File: config.mk
export PLATFORM = sky130hd
export DESIGN_NAME = util_sync_filter_flat
export DESIGN_NICKNAME = d
export VERILOG_FILES = /design/src/rtl/util_sync_filter_if.sv /design/src/rtl/util_sync_filter.sv /design/src/flat_wrapper.sv
export SDC_FILE = /design/constraint.sdc
export NUM_CORES = 1
export LEC_CHECK = 0
export CORE_AREA = 2 2 39 41
export CTS_BUF_LIST = sky130_fd_sc_hd__clkbuf_8
export CTS_CLUSTER_DIAMETER = 100
export DETAILED_ROUTE_END_ITERATION = 16
export DIE_AREA = 0 0 41 43
export GPL_TIMING_DRIVEN = 0
export PLACE_DENSITY = 0.51
export SETUP_SLACK_MARGIN = 0.2
export SYNTH_ARGS = -nofsm -noshare
export SYNTH_HDL_FRONTEND = slang
export SYNTH_SLANG_ARGS = --single-unit
File: constraint.sdc
create_clock -name clk_i -period 1.5 [get_ports clk_i]
set_input_delay 0.3 -clock clk_i [delete_from_list [all_inputs] [get_ports clk_i]]
set_output_delay 0.3 -clock clk_i [all_outputs]
set_load 0.01 [all_outputs]
File: src/rtl/util_sync_filter_if.sv
// Handshake-free signal bundle for util_sync_filter.
// master drives the raw bits and controls, slave returns filtered state.
interface util_sync_filter_if #(
  parameter int WIDTH = 1
);
  logic             enable_i;
  logic [WIDTH-1:0] data_i;
  logic [WIDTH-1:0] event_clr_i;
  logic [WIDTH-1:0] level_o;
  logic [WIDTH-1:0] rise_o;
  logic [WIDTH-1:0] fall_o;
  logic [WIDTH-1:0] event_o;

  modport master (
    output enable_i, data_i, event_clr_i,
    input  level_o, rise_o, fall_o, event_o
  );

  modport slave (
    input  enable_i, data_i, event_clr_i,
    output level_o, rise_o, fall_o, event_o
  );
endinterface

File: src/rtl/util_sync_filter.sv
// Per-bit glitch filter with edge pulses and sticky W1C events.
// Level flips after FILTER_CYCLES consecutive differing samples.
module util_sync_filter #(
  parameter int WIDTH         = 1,
  parameter int FILTER_CYCLES = 4,
  parameter bit EVENT_RISE    = 1'b1,
  parameter bit EVENT_FALL    = 1'b0
) (
  input logic             clk_i,
  input logic             reset_n_i,
  util_sync_filter_if.slave bus
);
  localparam int CW = (FILTER_CYCLES < 2) ? 1
                    : $clog2(FILTER_CYCLES + 1);
  localparam logic [CW-1:0] LAST = CW'(FILTER_CYCLES - 1);

  logic [CW-1:0]    cnt [WIDTH];
  logic [WIDTH-1:0] level_q;
  logic [WIDTH-1:0] rise_q;
  logic [WIDTH-1:0] fall_q;
  logic [WIDTH-1:0] event_q;
  logic [WIDTH-1:0] diff;
  logic [WIDTH-1:0] flip;
  logic [WIDTH-1:0] set;

  always_comb begin
    diff = '0;
    flip = '0;
    set  = '0;
    for (int b = 0; b < WIDTH; b++) begin
      diff[b] = bus.enable_i && (bus.data_i[b] != level_q[b]);
      flip[b] = diff[b] && (cnt[b] == LAST);
      set[b]  = flip[b] &&
                ((EVENT_RISE && bus.data_i[b]) ||
                 (EVENT_FALL && !bus.data_i[b]));
    end
  end

  always_ff @(posedge clk_i or negedge reset_n_i) begin
    if (!reset_n_i) begin
      for (int b = 0; b < WIDTH; b++) cnt[b] <= '0;
      level_q <= '0;
      rise_q  <= '0;
      fall_q  <= '0;
      event_q <= '0;
    end else begin
      for (int b = 0; b < WIDTH; b++) begin
        rise_q[b] <= flip[b] && bus.data_i[b];
        fall_q[b] <= flip[b] && !bus.data_i[b];
        if (flip[b]) begin
          level_q[b] <= bus.data_i[b];
          cnt[b]     <= '0;
        end else if (diff[b]) begin
          cnt[b] <= cnt[b] + 1'b1;
        end else begin
          cnt[b] <= '0;
        end
        // a new event beats a simultaneous clear
        if (set[b]) event_q[b] <= 1'b1;
        else if (bus.event_clr_i[b]) event_q[b] <= 1'b0;
      end
    end
  end

  assign bus.level_o = level_q;
  assign bus.rise_o  = rise_q;
  assign bus.fall_o  = fall_q;
  assign bus.event_o = event_q;
endmodule

File: src/flat_wrapper.sv
// flat-port wrapper written by rule: the top's interface ports become plain ports
module util_sync_filter_flat 
#(
  parameter int WIDTH         = 1,
  parameter int FILTER_CYCLES = 4,
  parameter bit EVENT_RISE    = 1'b1,
  parameter bit EVENT_FALL    = 1'b0
)
  (clk_i, reset_n_i, bus_enable_i, bus_data_i, bus_event_clr_i, bus_level_o, bus_rise_o, bus_fall_o, bus_event_o);
  util_sync_filter_if #(.WIDTH(WIDTH)) bus_i ();
  input logic clk_i;
  input logic reset_n_i;
  input wire logic [$bits(bus_i.enable_i)-1:0] bus_enable_i;
  input wire logic [$bits(bus_i.data_i)-1:0] bus_data_i;
  input wire logic [$bits(bus_i.event_clr_i)-1:0] bus_event_clr_i;
  output wire logic [$bits(bus_i.level_o)-1:0] bus_level_o;
  output wire logic [$bits(bus_i.rise_o)-1:0] bus_rise_o;
  output wire logic [$bits(bus_i.fall_o)-1:0] bus_fall_o;
  output wire logic [$bits(bus_i.event_o)-1:0] bus_event_o;
  assign bus_i.enable_i = bus_enable_i;
  assign bus_i.data_i = bus_data_i;
  assign bus_i.event_clr_i = bus_event_clr_i;
  assign bus_level_o = bus_i.level_o;
  assign bus_rise_o = bus_i.rise_o;
  assign bus_fall_o = bus_i.fall_o;
  assign bus_event_o = bus_i.event_o;
  util_sync_filter #(.WIDTH(WIDTH), .FILTER_CYCLES(FILTER_CYCLES), .EVENT_RISE(EVENT_RISE), .EVENT_FALL(EVENT_FALL)) u_core (.clk_i(clk_i), .reset_n_i(reset_n_i), .bus(bus_i));
endmodule
# Yosys cells after proc, flatten, opt, wreduce, memory -nomap -nowiden
# Index checks and enable logic that the tools add are counted.
# totals
ff_bits	7
latchBits	0
mem_bits_rw	0
romBits	0
memories	0
# op_classes
addsub	1
n_mul	0
n_div	0
magnitude_cmp	0
eq_ne	2
shift	0
mux	4
bitwise	0
reduce_logical	6
# ops
operator	count
3-bit two-way mux	2
1-bit logical AND	4
3-bit by 1-bit adder with 3-bit output, second input constant	1
3-bit by 2-bit == test with 1-bit output, second input constant	1
1-bit two-way mux	2
2-bit nonzero test	1
1-bit logical NOT	1
1-bit != test	1

# Logic depth before layout (Yosys ltp)
# Gate-level depths: netlist of run 1.
# depth
depth_word	5
mapped_depth	4
mapped_depth_nobuf	4

# Least setup slack after synthesis of run 1
# Ideal clock, no wire load.
# synth_path
path_type	register to register
startpoint	reg u_core.cnt[0] (netlist name)
endpoint	reg u_core.level_q (netlist: u_core.bus.level_o)
setup_time_ns	0.125
arrival_ns	1.192
setup_slack_ns	0.184
path_stages_with_launch	5
path_buffers	0
period_less_slack_ns	1.316
cell_sequence	dfrtp_1 > ha_1 > ha_1 > nand2_1 > mux2_2
# synth_via
elab_chain_cells	2
# synth_rtl
item	line	text
start, declared	util_sync_filter.sv:17	logic [CW-1:0] cnt [WIDTH];
start signal, assigned by index	util_sync_filter.sv:54	cnt[b] <= cnt[b] + 1'b1;
3-bit by 2-bit == test with 1-bit output	util_sync_filter.sv:32	flip[b] = diff[b] && (cnt[b] == LAST);
1-bit logical AND	util_sync_filter.sv:32	
end signal, assigned by index	util_sync_filter.sv:51	level_q[b] <= bus.data_i[b];
end, declared	util_sync_filter.sv:18	logic [WIDTH-1:0] level_q;
# Every way passes these cells.
# A chain may end at the register's enable or synchronous reset.

# Final worst setup path of run 1
# Ends and elaborated chain as after synthesis.

==> results.txt, run 1 <==
- Outcome: completed
- In this run the number of H-tree levels came out at 1.
* Achievable frequency: 793 MHz
* Final Non-Filler Cells: 50
- Maximum number of pins on one net before global-route repair: 8
- Number of port buffers: 8
- In this run the tightest slew margin relative to its limit is 0.789.
* CTS tree: yes
* Post-Syn Instances: 21
- Startpoint type of the worst setup path: register
- Avg Cell Area, Syn: 13.6 um^2
- Final critical delay including setup and external delays: 1.26 ns
- The library cell used most frequently in the layout, excluding fill and tap cells, is sky130_fd_sc_hd__dfrtp_1.
* Width of the chip: 41 um
* Starting DRT DRC Count: 0
- Largest area contributor in the netlist: sky130_fd_sc_hd__dfrtp_1
* Starting density of the core: 0.207
* First-pass DRT Iterations: 1
- Number of flip-flops and latches in the synthesized netlist: 7
- Yosys cell types: 11
- Leakage power total: 0.221 nW
- HPWL after detailed placement: 423 um
- The die covers 0.00176 mm^2.
* Site Rows: 14
* Final RePlAce weighted congestion: 0.620
* Number of filler cells placed in the layout: 151
- The first global-routing pass estimated 1.03 mm of wire.
- On the worst path, the slowest cell contributes a delay of 0.37 ns.
* Number of placed instances with taps included: 45
- DRC violations left: 0
- Transition time at the pin with the least slew margin: 0.315 ns
* Floorplan core area: 0.00138 mm^2
- Root buffer cell: sky130_fd_sc_hd__clkbuf_8
- Dividing the detail-routed via count by the number of cells gives 4.20.
* Crit Path Category: reg2reg
- Yosys printed 0 warnings.
- Number of top-level pins: 9
- Via count of the first global-routing pass: 259
* Total vias in the final route: 210
* Sum of negative setup slack: 0 ns
* Worst hold slack after final layout: 0.335 ns
- Kind of path behind the tightest hold check: in2async
- In the final routed layout, each cell accounts on average for 11.7 um.
- For this run, the post-layout net count is 42.
- The tool flagged a number of max-cap violations equal to 0.
- Of the cells placed in the final design, the portion with a size suffix greater than 1 is 0.294.
* Sequential area share after synthesis: 0.611
- Max Slew Vio Count: 0
* Crit. End Element: register
- The cell area that synthesis handed to floorplanning was 287 um^2.
* Diodes inserted: 0
* Skew-Pair Late Insertion Delay: 0.22 ns
- Clk sinks: 7
- For this run, the total global-route usage over all layers was measured as 0.0911.
- The number of endpoints with negative hold slack in the final report was 0.
- CP required: 1.61 ns
* Number of buffers on the longest clock path: 2
- Final count of negative-setup-slack endpoints: 0
- Highest fanout seen on the critical path: 4
* Synth-to-layout area growth: 59.8%
- Number of nets in the synthesized netlist: 28
- Peak supply drop: 0.462 mV
- Final wirelength: 584 um
- Cell-by-cell trace of the critical path: ha_2 -> ha_4 -> nand2_4 -> mux2_2
- By area the synthesized netlist is led by sky130_fd_sc_hd__dfrtp_1 61%, sky130_fd_sc_hd__ha_1 8.7%, sky130_fd_sc_hd__nor4b_1 6.1%, sky130_fd_sc_hd__and4bb_2 4.4%, sky130_fd_sc_hd__inv_1 3.9%.
- Seq. cell area: 176 um^2
- For this run the aggregate overflow at the end of global routing stands at 0.
* Initial antenna violation count: 0
- Share of the clock period used by the worst path: 0.840
- Number of nets still failing antenna checks after routing: 0
* Portion of synthesized cell area occupied by the leading cell type: 0.611
- P per Cell Area: 1200 mW/mm^2
* Post-layout power: 550 uW
* Die Height: 43 um
- In the final layout, the multi-input gates occupy 123 um^2.
- On the final layout, the worst clock skew is 0.00237 ns.
- In the layout the commonest cells are 6 x sky130_fd_sc_hd__dfrtp_1, 4 x sky130_fd_sc_hd__inv_1, 4 x sky130_fd_sc_hd__clkdlybuf4s50_1, 4 x sky130_fd_sc_hd__dlygate4sd2_1, 3 x sky130_fd_sc_hd__clkbuf_8.
- RSZ-0062 raised after global routing: no
* WP data arrival: 1.37 ns
- Slowest cell on the critical path: sky130_fd_sc_hd__dfrtp_1
* Total clock buffers created by CTS: 3
- Reg clk slew, reported paths: 0.04 ns
## sequential cells by signal (all words and copies together), names as in the netlist
register            cells
u_core.bus.event_o      1
u_core.bus.rise_o       1
u_core.cnt              3
u_core.bus.fall_o       1
u_core.bus.level_o      1
## final timing paths
path	startpoint	endpoint	slack, ns	depth (start not counted)
setup / recovery	u_core.cnt[0]	u_core.bus.level_o	0.24	4
hold / removal	reset_n_i	u_core.cnt[0]	0.34	1
setup reg to reg	u_core.cnt[0]	u_core.bus.level_o	0.24	4
hold reg to reg	u_core.bus.level_o	u_core.bus.rise_o	0.50	1
max in group asynchronous	reset_n_i	u_core.bus.level_o	0.91	1
min in group clk_i	u_core.bus.level_o	u_core.bus.rise_o	0.50	1
## through the flow
step / utilization / instance area, um^2 / worst slack, ns
floorplan: - / 289 / 0.210
global route: 0.331 / 458 / 0.204
CTS: 0.325 / 450 / 0.231
finish: 0.331 / 458 / 0.240
global placement: 0.281 / 389 / 0.0773
detailed placement: 0.281 / 389 / 0.0755
## power breakdown
group / switching [mW] / internal, mW
combinational: 0.0300 / 0.0441
clock: 0.0792 / 0.177
sequential: 0.0137 / 0.206
total: 0.123 / 0.427
## cells in the mapped netlist, drive strengths merged
| master | number |
|---|---|
| nor3b | 1 |
| mux2 | 1 |
| xnor2 | 1 |
| nor3 | 1 |
| ha | 2 |
| nor4b | 2 |
| dfrtp | 7 |
| nand2 | 1 |
| inv | 3 |
| and4bb | 1 |
| o32ai | 1 |
## layer usage
metal	track usage	wire length (um)	up-vias
met1	0.0924	246	102
met5	0	0	-
met4	0.0800	0	0
met3	0.0314	48	0
li1	-	-	99
met2	0.138	288	9
## kinds of logic after synthesis
kind of cell	share of synthesized area
and+or+nand+nor	0.162
adders and majority gates	0.0873
buffers and inverters	0.0393
AOI/OAI and AO/OA	0.0306
DFF	0.611
xor gates and xnor gates	0.0306
muxes	0.0393
## final cells by class
class | count | area share
flip-flops and latches | 7 | 0.385
multi-input cells | 11 | 0.268
repair buffers | 9 | 0.180
clock buffers | 3 | 0.0902
well taps | 16 | 0.0437
inverters | 3 | 0.0246
clock inverters | 1 | 0.00820
## critical path: cells and delay by family (launching register included)
| family | cells | cell delay (ns) |
|---|---|---|
| multiplexers | 1 | 0.32 |
| AND/OR/NAND/NOR | 1 | 0.07 |
| flip-flops | 1 | 0.37 |
| adder cells (fa/ha/maj) | 2 | 0.37 |
## what timing repair did
item | CTS | global route
hold buffers | 0 | 0
hold endpoints to repair | 0 | 0
setup endpoints to repair | 5 | 1
resized for setup | 9 | 0
cloned | 0 | 0
buffers inserted | 0 | 1
(Power assumes the default switching activity.)
==> run 2: changes to the inputs <==
==> constraint.sdc (replaced) <==
create_clock -name clk_i -period 1.3 [get_ports clk_i]
set_input_delay 0.26 -clock clk_i [delete_from_list [all_inputs] [get_ports clk_i]]
set_output_delay 0.26 -clock clk_i [all_outputs]
set_load 0.01 [all_outputs]
==> results.txt, run 2 (synthesis results as in run 1) <==
- DRC violations left: 0
- Crit Path Category: reg2reg
* Starting DRT DRC Count: 2
* Floorplan core area: 0.00138 mm^2
* Count of endpoints failing hold in the final timing report: 0
- The die covers 0.00176 mm^2.
- The max-slew violation total from the final report is 0.
* WP data arrival: 1.34 ns
- RSZ-0062 raised after global routing: yes
* Final #Nets: 44
- The slowest stage of the critical path is the sky130_fd_sc_hd__dfrtp_1 cell.
* Cell-by-cell trace of the critical path: ha_4 -> ha_4 -> nand2_4 -> mux2_4
- The path class of the tightest hold or removal check is in2async.
- In this run the worst path has a maximum fanout of 4.
- Root buffer cell: sky130_fd_sc_hd__clkbuf_8
- In the layout the commonest cells are 6 x sky130_fd_sc_hd__dfrtp_1, 4 x sky130_fd_sc_hd__inv_1, 3 x sky130_fd_sc_hd__clkbuf_8, 3 x sky130_fd_sc_hd__clkdlybuf4s50_1, 3 x sky130_fd_sc_hd__buf_4.
* Total clock buffers created by CTS: 3
* Starting density of the core: 0.207
- Via count of the first global-routing pass: 250
* Number of nets still failing antenna checks after routing: 0
- For the final database, setup skew stands at 0.00113 ns.
* Outcome: completed
- The worst-case IR drop observed on VDD is 0.640 mV.
* Global-route wire length before repair: 1.06 mm
- Maximum number of pins on one net before global-route repair: 8
- Synth-to-layout area growth: 74.7%
- Share of final-layout standard cells stronger than drive strength 1: 0.528
* Achievable frequency: 808 MHz
- Before CTS, the worst setup slack after placement is -0.144 ns.
* Reg clk slew, reported paths: 0.04 ns
* Clk sinks: 7
* Max FFs per register: 3
- Summing over every cut layer, the via total after detailed routing is 231.
- For this run, global-route usage on met2 was measured as 0.116.
* Most frequent standard cell in the layout excluding fill and tap cells: sky130_fd_sc_hd__dfrtp_1
* Setup slack of the critical path after layout: 0.0618 ns
- FF-to-FF path depth: 4
- Number of buffers on the longest clock path: 2
- TritonCTS built the clock tree.
* Crit. End Element: register
- Worst hold slack after final layout: 0.301 ns
* CP required: 1.41 ns
- Across every metal layer, demand over resource in global routing totals 0.0985.
* Gr ovfl total: 0
- At the pin with the least slew margin, the transition time is 0.332 ns.
- Initial antenna violation count: 0
- The number of antenna diodes in the final layout is 0.
- After detailed routing, the total wire length is 622 um.
- Dividing the final minimum period by the clock period gives 0.952.
- At the later pin of the worst-skew pair, clock insertion delay measures 0.23 ns.
* Register containing the most flip-flops in the final layout: u_core.cnt
* Global-route met3 utilization: 0.0681
- Final critical delay including setup and external delays: 1.24 ns
- Width of the chip: 41 um
- Ratio of routed vias to standard cells: 4.44
- In this run the count of I/O pins placed on the die edge is 9.
- Drt wl/cell: 12.0 um
- For this design the ratio of total power to cell area is 1330 mW/mm^2.
* Die Height: 43 um
- Largest stage delay on the critical path: 0.40 ns
- Site Rows: 14
- HPWL after detailed placement: 448 um
- First-pass DRT Iterations: 2
- CTS built an H-tree with a depth of 1.
* Met1 track utilization from global routing: 0.117
- In this run the static leakage power is 0.233 nW.
- The layer flagged by global routing as most heavily used is met1.
- Buffers placed on the I/O ports in this run total 8.
- Final count of negative-setup-slack endpoints: 0
- STA classifies the critical path startpoint as a register.
- Among the stages of the critical path, the cell type that occurs most often is sky130_fd_sc_hd__ha_4.
* Max_cap viols: 0
* Slew HR: 0.778
run 2: changes by cell type in the layout (fill, tap and decap cells not counted), sizes merged:
cell | before | now
buf | 1 | 4
clkdlybuf4s15 | 0 | 1
clkdlybuf4s50 | 4 | 3
dlygate4sd2 | 4 | 1
clkbuf | 3 | 5
run 2: through the flow:
step	instances	power [mW]	instance area (um^2)	setup TNS [ns]	util
finish	52	0.667	500	0	0.362
global route	52	0.699	500	0	0.362
CTS	50	0.652	480	0	0.347
detailed placement	45	0.346	413	-0.232	0.298
global placement	45	0.336	413	-0.0638	0.298
floorplan	21	0.298	313	0	-
run 2: routing by layer:
layer / wire length [um] / share of wire
met4: 17 / 0.027
met2: 279 / 0.45
met1: 243 / 0.39
met3: 82 / 0.13
met5: 0 / 0
run 2: final timing paths:
path | slack, ns | from | end
setup / recovery | 0.06 | u_core.cnt[0] | u_core.bus.level_o
hold / removal | 0.30 | reset_n_i | u_core.cnt[2]
setup reg to reg | 0.06 | u_core.cnt[0] | u_core.bus.level_o
hold reg to reg | 0.54 | u_core.bus.event_o | u_core.bus.event_o
max in group asynchronous | 0.73 | reset_n_i | u_core.bus.level_o
min in group clk_i | 0.46 | bus_data_i | u_core.bus.fall_o
run 2: area by class of cell:
type | instances | area [um^2]
multi-input combinational | 11 | 161
fill | 150 | 883
tap | 16 | 20.0
clock buffer | 3 | 41.3
sequential | 7 | 176
inverter | 3 | 11.3
timing repair buffer | 11 | 86.3
clock inverter | 1 | 3.75
run 2: power by group:
part           switching (mW)  total (mW)  internal, mW  leakage [nW]
sequential             0.0190       0.257         0.238        0.0947
combinational          0.0447       0.114        0.0688         0.111
clock                  0.0928       0.297         0.204        0.0269
total                   0.156       0.667         0.510         0.233
run 2: worst max-delay path, delay by kind of cell, from the launching register on:
kind | cells | cell delay, ns
fa+ha+maj | 2 | 0.35
mux | 1 | 0.30
simple gates | 1 | 0.07
flops | 1 | 0.40
run 2: repair_timing:
action                                  in CTS  in global routing
hold buffers                                 0                  0
pin swaps                                    3                  3
resized for setup                           12                  7
endpoints found under the setup margin       9                 10
setup buffers                                1                  2
gates cloned                                 0                  0
==> run 3: changes to the inputs <==
--- a/config.mk
+++ b/config.mk
@@ -7,12 +7,13 @@
 export LEC_CHECK = 0
 export CORE_AREA = 2 2 39 41
 export CTS_BUF_LIST = sky130_fd_sc_hd__clkbuf_8
-export CTS_CLUSTER_DIAMETER = 100
+export CTS_CLUSTER_DIAMETER = 200
 export DETAILED_ROUTE_END_ITERATION = 16
 export DIE_AREA = 0 0 41 43
 export GPL_TIMING_DRIVEN = 0
 export PLACE_DENSITY = 0.51
 export SETUP_SLACK_MARGIN = 0.2
+export SLEW_MARGIN = 20
 export SYNTH_ARGS = -nofsm -noshare
 export SYNTH_HDL_FRONTEND = slang
 export SYNTH_SLANG_ARGS = --single-unit
==> results of run 3 <==
No change in the layout: final DEF, timing and power equal those of run 2.
==> RTL edit (config.mk and constraints of run 3) <==
`EVENT_RISE` is set to 1'b1 in 2 places; all go to 1'b0.
--- a/src/rtl/util_sync_filter.sv
+++ b/src/rtl/util_sync_filter.sv
@@ -3,7 +3,7 @@
 module util_sync_filter #(
   parameter int WIDTH         = 1,
   parameter int FILTER_CYCLES = 4,
-  parameter bit EVENT_RISE    = 1'b1,
+  parameter bit EVENT_RISE    = 1'b0,
   parameter bit EVENT_FALL    = 1'b0
 ) (
   input logic             clk_i,
--- a/src/flat_wrapper.sv
+++ b/src/flat_wrapper.sv
@@ -3,7 +3,7 @@
 #(
   parameter int WIDTH         = 1,
   parameter int FILTER_CYCLES = 4,
-  parameter bit EVENT_RISE    = 1'b1,
+  parameter bit EVENT_RISE    = 1'b0,
   parameter bit EVENT_FALL    = 1'b0
 )
   (clk_i, reset_n_i, bus_enable_i, bus_data_i, bus_event_clr_i, bus_level_o, bus_rise_o, bus_fall_o, bus_event_o);
Behaviour: not the same (Yosys sat finds a counterexample within 10 cycles, from zero or initial values and one cycle with reset_n_i low).
==> RTL edit against run 3 <==
Core utilization fell by 5.1 points; power shrank 13%; design area fell by 14%; routed wire length fell by 21%; synthesized area down 9.6%; global-route usage is 2.2 points lower; worst setup slack improved by 0.015 ns; sequential cell count down 1; critical endpoint unchanged; largest power group unchanged.
==> RTL edit: results (changes against run 3) <==
- Post-DP HPWL: 380.8 um (-15%)
- Leak: 0.1993 nW (-14%)
- Clock Tree Root: clkbuf_8
- WP data arrival: 1.32 ns (-0.02 ns)
- Status: finished clean
- Vias/cell: 4.200 (-5.5%)
- Vias in the first global route: 190 (-24%)
- Synth area leaders: dfrtp_1 (58%), ha_1 (9.7%), nor4b_1 (6.8%)
- Clock skew: 0.0001985 ns (-0.0009317 ns)
- First-pass GRT wire length: 765 um (-28%)
- Type of origin of the critical path: flop
- Worst hold path class: primary input to async pin
- Max incr delay on CP: 0.37 ns (-0.03 ns)
- Total Wirelength: 493 um (-21%)
- IR drop worst, VDD: 915.1 uV (+43%)
- Total Nets Final: 38 (-14%)
- Port-buffer cells: 6 (-2)
- Pwr Density: 1350 nW/um2 (+1.3%)
- Syn Nets: 26 (-7.1%)
- Top post-synthesis cells by count: dfrtp_1 (6), ha_1 (2), nor3b_1 (2), nor4b_1 (2)
- Power Combinational: 0.0844 mW (-26%)
- Share of layout cells above drive strength 1: 51.72% (-1.1 points)
- Switching power: 0.1247 mW (-20%)
- Reg2reg setup slack: 0.08 ns (+0.02 ns)
- Sequential area share after synthesis: 57.97% (-3.2 points)
- Hold Slack: 0.2817 ns (-0.01961 ns)
- Largest net degree at the start of global routing: 7 (-1)
- Most flops, register: u_core.cnt
- Clock Power Share: 46.9% (+2.4 points)
- Gr usage total: 7.685% (-2.2 points)
- 1st-pass router iterations: 2 (unchanged)
[RTL edit: cell count changes after synthesis]
cell / before / now
buf_4: 0 / 1
conb_1: 0 / 1
inv_1: 3 / 1
dfrtp_1: 7 / 6
nor3_1: 1 / 0
o32ai_1: 1 / 0
nor3b_1: 1 / 2
[RTL edit: metal layers]
metal  part of all wire, %  up-vias  GRT usage, %  routed length, um
met4                   4.9        0         10.00                 24
li1                      -       84             -                  -
met3                   9.9        4         5.759                 49
met1                    38       90         6.908                188
met2                    47       11         9.063                230
met5                     0        -             0                  0
[RTL edit: area by class of cell]
cell class / instances / area, um2
timing repair buffer: 7 / 65.06
fill: 143 / 953.4
inverter: 1 / 3.754
clock buffer: 3 / 41.29
multi-input combinational: 11 / 141.4
tap: 16 / 20.02
sequential: 6 / 151.4
buffer: 1 / 7.507
[RTL edit: what timing repair did]
| action | 4_1_cts | 5_1_grt |
|---|---|---|
| setup endpoints to repair | 7 | 7 |
| hold buffers | 0 | 0 |
| pin swaps | 0 | 1 |
| gates resized for setup | 5 | 7 |
| buffers inserted | 1 | 0 |
[RTL edit: per-stage QoR]
step                util, %  cells  setup WS, ns  setup TNS (ns)  instance area [um2]
floorplan                 -     19        0.1141               0                285.3
global placement      26.40     41      -0.07124        -0.07467                365.4
detailed placement    26.40     41       -0.1148         -0.1457                365.4
CTS                   29.84     45       0.07570               0                412.9
global route          31.10     45       0.06790               0                430.4
finish                31.10     45       0.07683               0                430.4
[RTL edit: logic make-up (layout without fill, tap and decap cells)]
kind of cell,after synthesis,after routing,synth area share [%]
other,1,1,1.448
DFF,6,6,57.97
xor gates and xnor gates,1,1,3.382
muxes,1,1,4.348
buffers and inverters,2,12,4.348
and+or+nand+nor,6,6,18.84
adders and majority gates,2,2,9.660
